<file path="config.mk">
export PLATFORM = sky130hd
export DESIGN_NAME = chord_arbiter
export DESIGN_NICKNAME = d
export VERILOG_FILES = /design/src/rtl/chord_arbiter.sv
export SDC_FILE = /design/constraint.sdc
export NUM_CORES = 1
export LEC_CHECK = 0
export ABC_AREA = 1
export CAP_MARGIN = 20
export CORE_ASPECT_RATIO = 1.75
export CORE_MARGIN = 1.5
export CORE_UTILIZATION = 55
export CTS_CLUSTER_DIAMETER = 40
export DETAILED_ROUTE_END_ITERATION = 8
export PLACE_DENSITY = 0.79
export SETUP_SLACK_MARGIN = 0.2
export SLEW_MARGIN = 20
export SYNTH_ARGS = -nofsm -noshare
export SYNTH_HDL_FRONTEND = slang
export SYNTH_SLANG_ARGS = --single-unit
</file>
<file path="constraint.sdc">
create_clock -name clk -period 31.7 [get_ports clk]
set_input_delay 6.34 -clock clk [delete_from_list [all_inputs] [get_ports clk]]
set_output_delay 6.34 -clock clk [all_outputs]
set_load 0.1 [all_outputs]
</file>
<file path="src/rtl/chord_arbiter.sv">
// chord_arbiter
// Two-requester round-robin front end that shares one CORDIC core.
// Each grant registers the requester's command into the core input. It also
// pushes the owner ID into a tag FIFO. Core results pop that FIFO, and each
// result is steered into the owner's first-word-fall-through result buffer.
// Per-requester credits limit in-flight plus buffered results to
// RESULT_DEPTH, so neither the buffers nor the tag FIFO can overflow.
//
// Ports
//   clk, reset                       clock, async active-low reset (release is synchronised)
//   reqN_valid/data/ready            command handshake from requester N
//   rspN_valid/data/ready            result handshake to requester N
//   pipe_in_interface/valid_in       registered command strobe to the core
//   pipe_out_interface/valid_out     core result strobe (no backpressure)
//   err_orphan                       sticky: a core result arrived with no outstanding tag
// Optional build macro
//   CHORD_ARB_STATS_EN               adds stat_grant0/stat_grant1 saturating grant counters
module chord_arbiter #(
   parameter int RESULT_DEPTH = 4
) (
   input  logic        clk,
   input  logic        reset,
   input  logic        req0_valid,
   input  logic [31:0] req0_data,
   output logic        req0_ready,
   input  logic        req1_valid,
   input  logic [31:0] req1_data,
   output logic        req1_ready,
   output logic        rsp0_valid,
   output logic [31:0] rsp0_data,
   input  logic        rsp0_ready,
   output logic        rsp1_valid,
   output logic [31:0] rsp1_data,
   input  logic        rsp1_ready,
   output logic [31:0] pipe_in_interface,
   output logic        pipe_valid_in_interface,
   input  logic [31:0] pipe_out_interface,
   input  logic        pipe_valid_out_interface,
   output logic        err_orphan
`ifdef CHORD_ARB_STATS_EN
   ,
   output logic [15:0] stat_grant0,
   output logic [15:0] stat_grant1
`endif
);
   localparam int TAG_DEPTH = 2 * RESULT_DEPTH;
   localparam int PW        = $clog2(RESULT_DEPTH);
   localparam int TW        = $clog2(TAG_DEPTH);
   localparam int CW        = PW + 1;
   localparam int TCW       = TW + 1;

   // Reset release is synchronised. run_q mirrors rst_sync_q[1] so that the
   // internal reset net only ever drives async reset pins.
   logic [1:0] rst_sync_q, rst_sync_d;
   logic       run_q, run_d;
   logic       rst_n;

   assign rst_sync_d = {rst_sync_q[0], 1'b1};
   assign run_d      = rst_sync_q[0];
   assign rst_n      = rst_sync_q[1];

   always_ff @(posedge clk or negedge reset) begin
      if (!reset) begin
         rst_sync_q <= '0;
         run_q      <= 1'b0;
      end else begin
         rst_sync_q <= rst_sync_d;
         run_q      <= run_d;
      end
   end

   logic [1:0]           req_valid, rsp_ready, elig, grant, rsp_valid, rsp_hs;
   logic [CW-1:0]        credit_q [2], credit_d [2];
   logic                 last_grant_q, last_grant_d;
   logic [31:0]          pipe_in_q, pipe_in_d;
   logic                 pipe_valid_q, pipe_valid_d;
   logic [TAG_DEPTH-1:0] tag_q, tag_d;
   logic [TW-1:0]        tag_wr_q, tag_wr_d, tag_rd_q, tag_rd_d;
   logic [TCW-1:0]       tag_cnt_q, tag_cnt_d;
   logic                 tag_pop, tag_owner, orphan;
   logic [31:0]          buf_q [2][RESULT_DEPTH], buf_d [2][RESULT_DEPTH];
   logic [PW-1:0]        buf_wr_q [2], buf_wr_d [2], buf_rd_q [2], buf_rd_d [2];
   logic [CW-1:0]        buf_cnt_q [2], buf_cnt_d [2];
   logic                 err_q, err_d;

   assign req_valid = {req1_valid, req0_valid};
   assign rsp_ready = {rsp1_ready, rsp0_ready};

   always_comb begin
      for (int i = 0; i < 2; i++) begin
         elig[i]      = run_q && req_valid[i] && (credit_q[i] < CW'(RESULT_DEPTH));
         rsp_valid[i] = (buf_cnt_q[i] != '0);
         rsp_hs[i]    = rsp_valid[i] && rsp_ready[i];
      end
      // last_grant_q=1 means requester 1 went last, so requester 0 wins a tie
      grant[0] = elig[0] && (!elig[1] || last_grant_q);
      grant[1] = elig[1] && (!elig[0] || !last_grant_q);
   end

   assign tag_owner = tag_q[tag_rd_q];
   assign tag_pop   = pipe_valid_out_interface && (tag_cnt_q != '0);
   assign orphan    = pipe_valid_out_interface && (tag_cnt_q == '0);

   always_comb begin
      last_grant_d = last_grant_q;
      pipe_in_d    = pipe_in_q;
      pipe_valid_d = |grant;
      tag_d        = tag_q;
      tag_wr_d     = tag_wr_q;
      tag_rd_d     = tag_rd_q;
      buf_d        = buf_q;
      if (grant[0]) begin
         last_grant_d = 1'b0;
         pipe_in_d    = req0_data;
      end else if (grant[1]) begin
         last_grant_d = 1'b1;
         pipe_in_d    = req1_data;
      end
      if (|grant) begin
         tag_d[tag_wr_q] = grant[1];
         tag_wr_d        = tag_wr_q + 1'b1;
      end
      if (tag_pop) tag_rd_d = tag_rd_q + 1'b1;
      tag_cnt_d = tag_cnt_q + TCW'(|grant) - TCW'(tag_pop);
      err_d     = err_q | orphan;
      for (int i = 0; i < 2; i++) begin
         buf_wr_d[i] = buf_wr_q[i];
         buf_rd_d[i] = buf_rd_q[i];
         if (tag_pop && (tag_owner == i[0])) begin
            buf_d[i][buf_wr_q[i]] = pipe_out_interface;
            buf_wr_d[i]           = buf_wr_q[i] + 1'b1;
         end
         if (rsp_hs[i]) buf_rd_d[i] = buf_rd_q[i] + 1'b1;
         buf_cnt_d[i] = buf_cnt_q[i] + CW'(tag_pop && (tag_owner == i[0])) - CW'(rsp_hs[i]);
         credit_d[i]  = credit_q[i] + CW'(grant[i]) - CW'(rsp_hs[i]);
      end
   end

   always_ff @(posedge clk or negedge rst_n) begin
      if (!rst_n) begin
         last_grant_q <= 1'b1;
         pipe_in_q    <= '0;
         pipe_valid_q <= 1'b0;
         tag_q        <= '0;
         tag_wr_q     <= '0;
         tag_rd_q     <= '0;
         tag_cnt_q    <= '0;
         err_q        <= 1'b0;
         for (int i = 0; i < 2; i++) begin
            credit_q[i]  <= '0;
            buf_wr_q[i]  <= '0;
            buf_rd_q[i]  <= '0;
            buf_cnt_q[i] <= '0;
            for (int j = 0; j < RESULT_DEPTH; j++) buf_q[i][j] <= '0;
         end
      end else begin
         last_grant_q <= last_grant_d;
         pipe_in_q    <= pipe_in_d;
         pipe_valid_q <= pipe_valid_d;
         tag_q        <= tag_d;
         tag_wr_q     <= tag_wr_d;
         tag_rd_q     <= tag_rd_d;
         tag_cnt_q    <= tag_cnt_d;
         err_q        <= err_d;
         credit_q     <= credit_d;
         buf_wr_q     <= buf_wr_d;
         buf_rd_q     <= buf_rd_d;
         buf_cnt_q    <= buf_cnt_d;
         buf_q        <= buf_d;
      end
   end

   assign req0_ready              = grant[0];
   assign req1_ready              = grant[1];
   assign rsp0_valid              = rsp_valid[0];
   assign rsp1_valid              = rsp_valid[1];
   assign rsp0_data               = rsp_valid[0] ? buf_q[0][buf_rd_q[0]] : '0;
   assign rsp1_data               = rsp_valid[1] ? buf_q[1][buf_rd_q[1]] : '0;
   assign pipe_in_interface       = pipe_in_q;
   assign pipe_valid_in_interface = pipe_valid_q;
   assign err_orphan              = err_q;

`ifdef CHORD_ARB_STATS_EN
   logic [15:0] stat_q [2], stat_d [2];

   always_comb begin
      for (int i = 0; i < 2; i++)
         stat_d[i] = (grant[i] && (stat_q[i] != 16'hFFFF)) ? stat_q[i] + 16'd1 : stat_q[i];
   end

   always_ff @(posedge clk or negedge rst_n) begin
      if (!rst_n) begin
         stat_q[0] <= '0;
         stat_q[1] <= '0;
      end else begin
         stat_q <= stat_d;
      end
   end

   assign stat_grant0 = stat_q[0];
   assign stat_grant1 = stat_q[1];
`endif
endmodule

</file>
==> results by group <==
Run status
  – Outcome: finished clean

Worst setup path
  – WP data required: between 20 and 30 ns
  – Worst R2R Start: tag_cnt_q[2]$_DFF_PN0_
  – CP Class: in2out
  – Crit path DAT: about 9.4 ns
  – FF-to-FF path depth: 12
  – R2r endpoint: buf_cnt_q[5]$_DFF_PN0_
  – CP endpoint kind: output port
  – End of the critical path: req0_ready
  – Reg2Reg Setup Slack: ~28 ns
  – Crit start category: input port
  – CP Launch Point: req0_valid
  – Crit-path max FO: 34

Routing
  – Total number of vias: 15274
  – Vias per cell: around 6.0
  – DRC viols: 0
  – Initial DRC Count: 1512
  – Routed Antenna Nets: 0
  – Initial DRT Pass Iterations: 6
  – Routed WL per cell: ~19 microns
  – Total length of routed wires: approximately 48 mm

Floorplanning
  – Ports: between 200 and 250
  – Die W: approximately 130 microns
  – Row cnt: 84
  – Die area: 31400 sq um
  – Starting density of the core: 0.557
  – Core area: between 20000 and 30000 sq um
  – Die height: between 200 and 250 microns

Timing
  – Final setup vio count: 0
  – Slew Limit Fails: 0
  – Fin. Hold Viols: 0
  – Hold WS: approximately 0.36 ns
  – Fin crit share: 0.498
  – RSZ-0062 raised after global routing: no
  – Fmax: approximately 0.063 GHz
  – Rel. slew slack: 0.222
  – Least-Margin Pin Slew: around 1.2 ns
  – Post-route setup TNS: 0 ns
  – Post-route minimum period: 15.78 ns
  – Clock Skew: 0.0127 ns

Clock network
  – Max H-tree Level: 1
  – TritonCTS Buffers: 31
  – Buffer depth of the longest clock path: 3
  – Root buffer cell: clkbuf_16
  – CTS tree: yes
  – Clock sinks: roughly 330
  – Hold Buf Count CTS: 0
  – Setup repair bufs after CTS: 0
  – Clk Latency, worst-skew pair: 0.57 ns
  – # resized after CTS: 0
  – Clk slew on worst S/H paths: about 0.06 ns

Logic synthesis
  – Mux share of post-synthesis cell area: 0
  – Register area share after synthesis: 0.497
  – Top-area cell type share of the netlist area: 0.495
  – Largest family of logic cells by synthesized area: simple AND/OR/NAND/NOR gates
  – XOR/XNOR share of the synthesized area: 0.00945
  – Gate Count Post-Synth: 2083
  – Syn. warnings: 0
  – Post-Synth Adder-Cell Area: 0.0232
  – Largest area contributor in the netlist: dfrtp_1
  – Compound-gate portion of the synthesized area: 0.0826
  – Synth area leaders: dfrtp_1 49%, nand2_1 13%, nand4_1 9.7%
  – Post-Syn Nets: about 2200
  – Post-synthesis cell type count: 30
  – Synth Cell Area: around 17000 sq um
  – Syn avg cell area: between 8 and 9 sq um
  – Simple-gate share of the synthesized area: 0.309
  – Flops & latches, synth: between 300 and 400

GRT
  – Largest net degree at the start of global routing: ~190
  – Grt total ovfl: 0
  – Number of global-route vias before repair: between 10000 and 15000
  – Initial antenna violation count: 1
  – Global Route Usage Sum: 0.306
  – First-pass GRT wire length: between 70 and 80 mm

Placed design
  – Routability cong.: ~0.80
  – HPWL after DPL: ~28 mm
  – Placed cell areas: between 15000 and 20000 sq um
  – # port buffers: between 200 and 250

Layout
  – Layout cells sized above 1: 0.0476
  – Commonest non-fill, non-tap cell in the layout: nand2_1
  – N_diodes: 0
  – Fill cells: around 2500
  – Finished Cell Area: between 15000 and 20000 sq um
  – P&R area growth vs syn: 15.8%
  – Most frequent cells in the layout: 597 x nand2_1, 327 x dfrtp_1, 299 x nor2_1
  – Nets@finish: 2272

Hold path
  – Min-delay worst type: reg2reg

Run
  – Max_cap viols: 0
-- logic make-up after synthesis --
| logic type | Yosys count |
|---|---|
| AND/OR/NAND/NOR | 1177 |
| flip-flops | 331 |
| AO/OA/AOI/OAI | 271 |
| buffers and inverters | 257 |
| adder cells (fa/ha/maj) | 28 |
| XOR/XNOR | 18 |
| other | 1 |
-- layer usage --
layer | track usage | up-vias | wire, microns
met5 | 0 | - | 15
met4 | 0.162 | 2 | 2610
met3 | 0.0464 | 128 | 3800
met2 | 0.511 | 743 | 23500
met1 | 0.382 | 7402 | 18000
li1 | - | 6999 | -
-- area by class of cell --
type                            instances  area [sq um]  area share
Sequential cell                       331          8290       0.429
Timing Repair Buffer                  230          2250       0.117
Clock inverter                         14           113     0.00583
Multi-Input combinational cell       1495          7110       0.368
Inverter                               52           195      0.0101
Tap cell                              387           484      0.0251
Clock buffer                           42           867      0.0449
-- Yosys cell counts, drive strengths merged --
library cell  number
nand2            599
conb               1
nor3               2
fa                 5
nand4            260
clkinv             2
xor2              11
a31oi              1
nand3             16
xnor2              7
clkbuf            53
o21ai            171
dfrtp            330
ha                23
buf              152
a41o               1
a21oi             98
inv               50
dfstp              1
nor2             300
-- worst max-delay path: stages --
cell             delay, ns
clkdlybuf4s50_1       0.45
nand2_1               0.08
nor2_4                0.56
o21ai_0               0.31
inv_1                 0.12
buf_4                 0.34
clkdlybuf4s50_1       1.21
-- worst min path at each step --
stage                            start                      end  slack, ns  cells after the start
3_3_place_gp   rst_sync_q[0]$_DFF_PN0_  rst_sync_q[1]$_DFF_PN0_       0.34                      0
3_5_place_dp   rst_sync_q[0]$_DFF_PN0_  rst_sync_q[1]$_DFF_PN0_       0.35                      0
4_1_cts        rst_sync_q[0]$_DFF_PN0_  rst_sync_q[1]$_DFF_PN0_       0.36                      0
5_1_grt        rst_sync_q[0]$_DFF_PN0_  rst_sync_q[1]$_DFF_PN0_       0.37                      0
2_1_floorplan  rst_sync_q[0]$_DFF_PN0_  rst_sync_q[1]$_DFF_PN0_       0.33                      0
6_report       rst_sync_q[0]$_DFF_PN0_  rst_sync_q[1]$_DFF_PN0_       0.36                      0
-- registers in the layout (all words and copies together), names as in the netlist, 4 cells and up --
name,flops
tag_q,8
pipe_in_interface,32
buf_cnt_q,6
buf_wr_q,4
buf_q,256
credit_q,6
buf_rd_q,4
tag_cnt_q,4
-- metrics by stage --
step	setup WS, ns	util	instances
finish	15.92	0.645	2551
global route	15.79	0.645	2551
CTS	15.92	0.645	2551
detailed placement	15.94	0.612	2495
global placement	15.97	0.612	2495
floorplan	15.85	-	2083
Power is left out: the tool's default activity adds up to more than one toggle a clock period on the data nets, which glitch-free logic cannot reach.
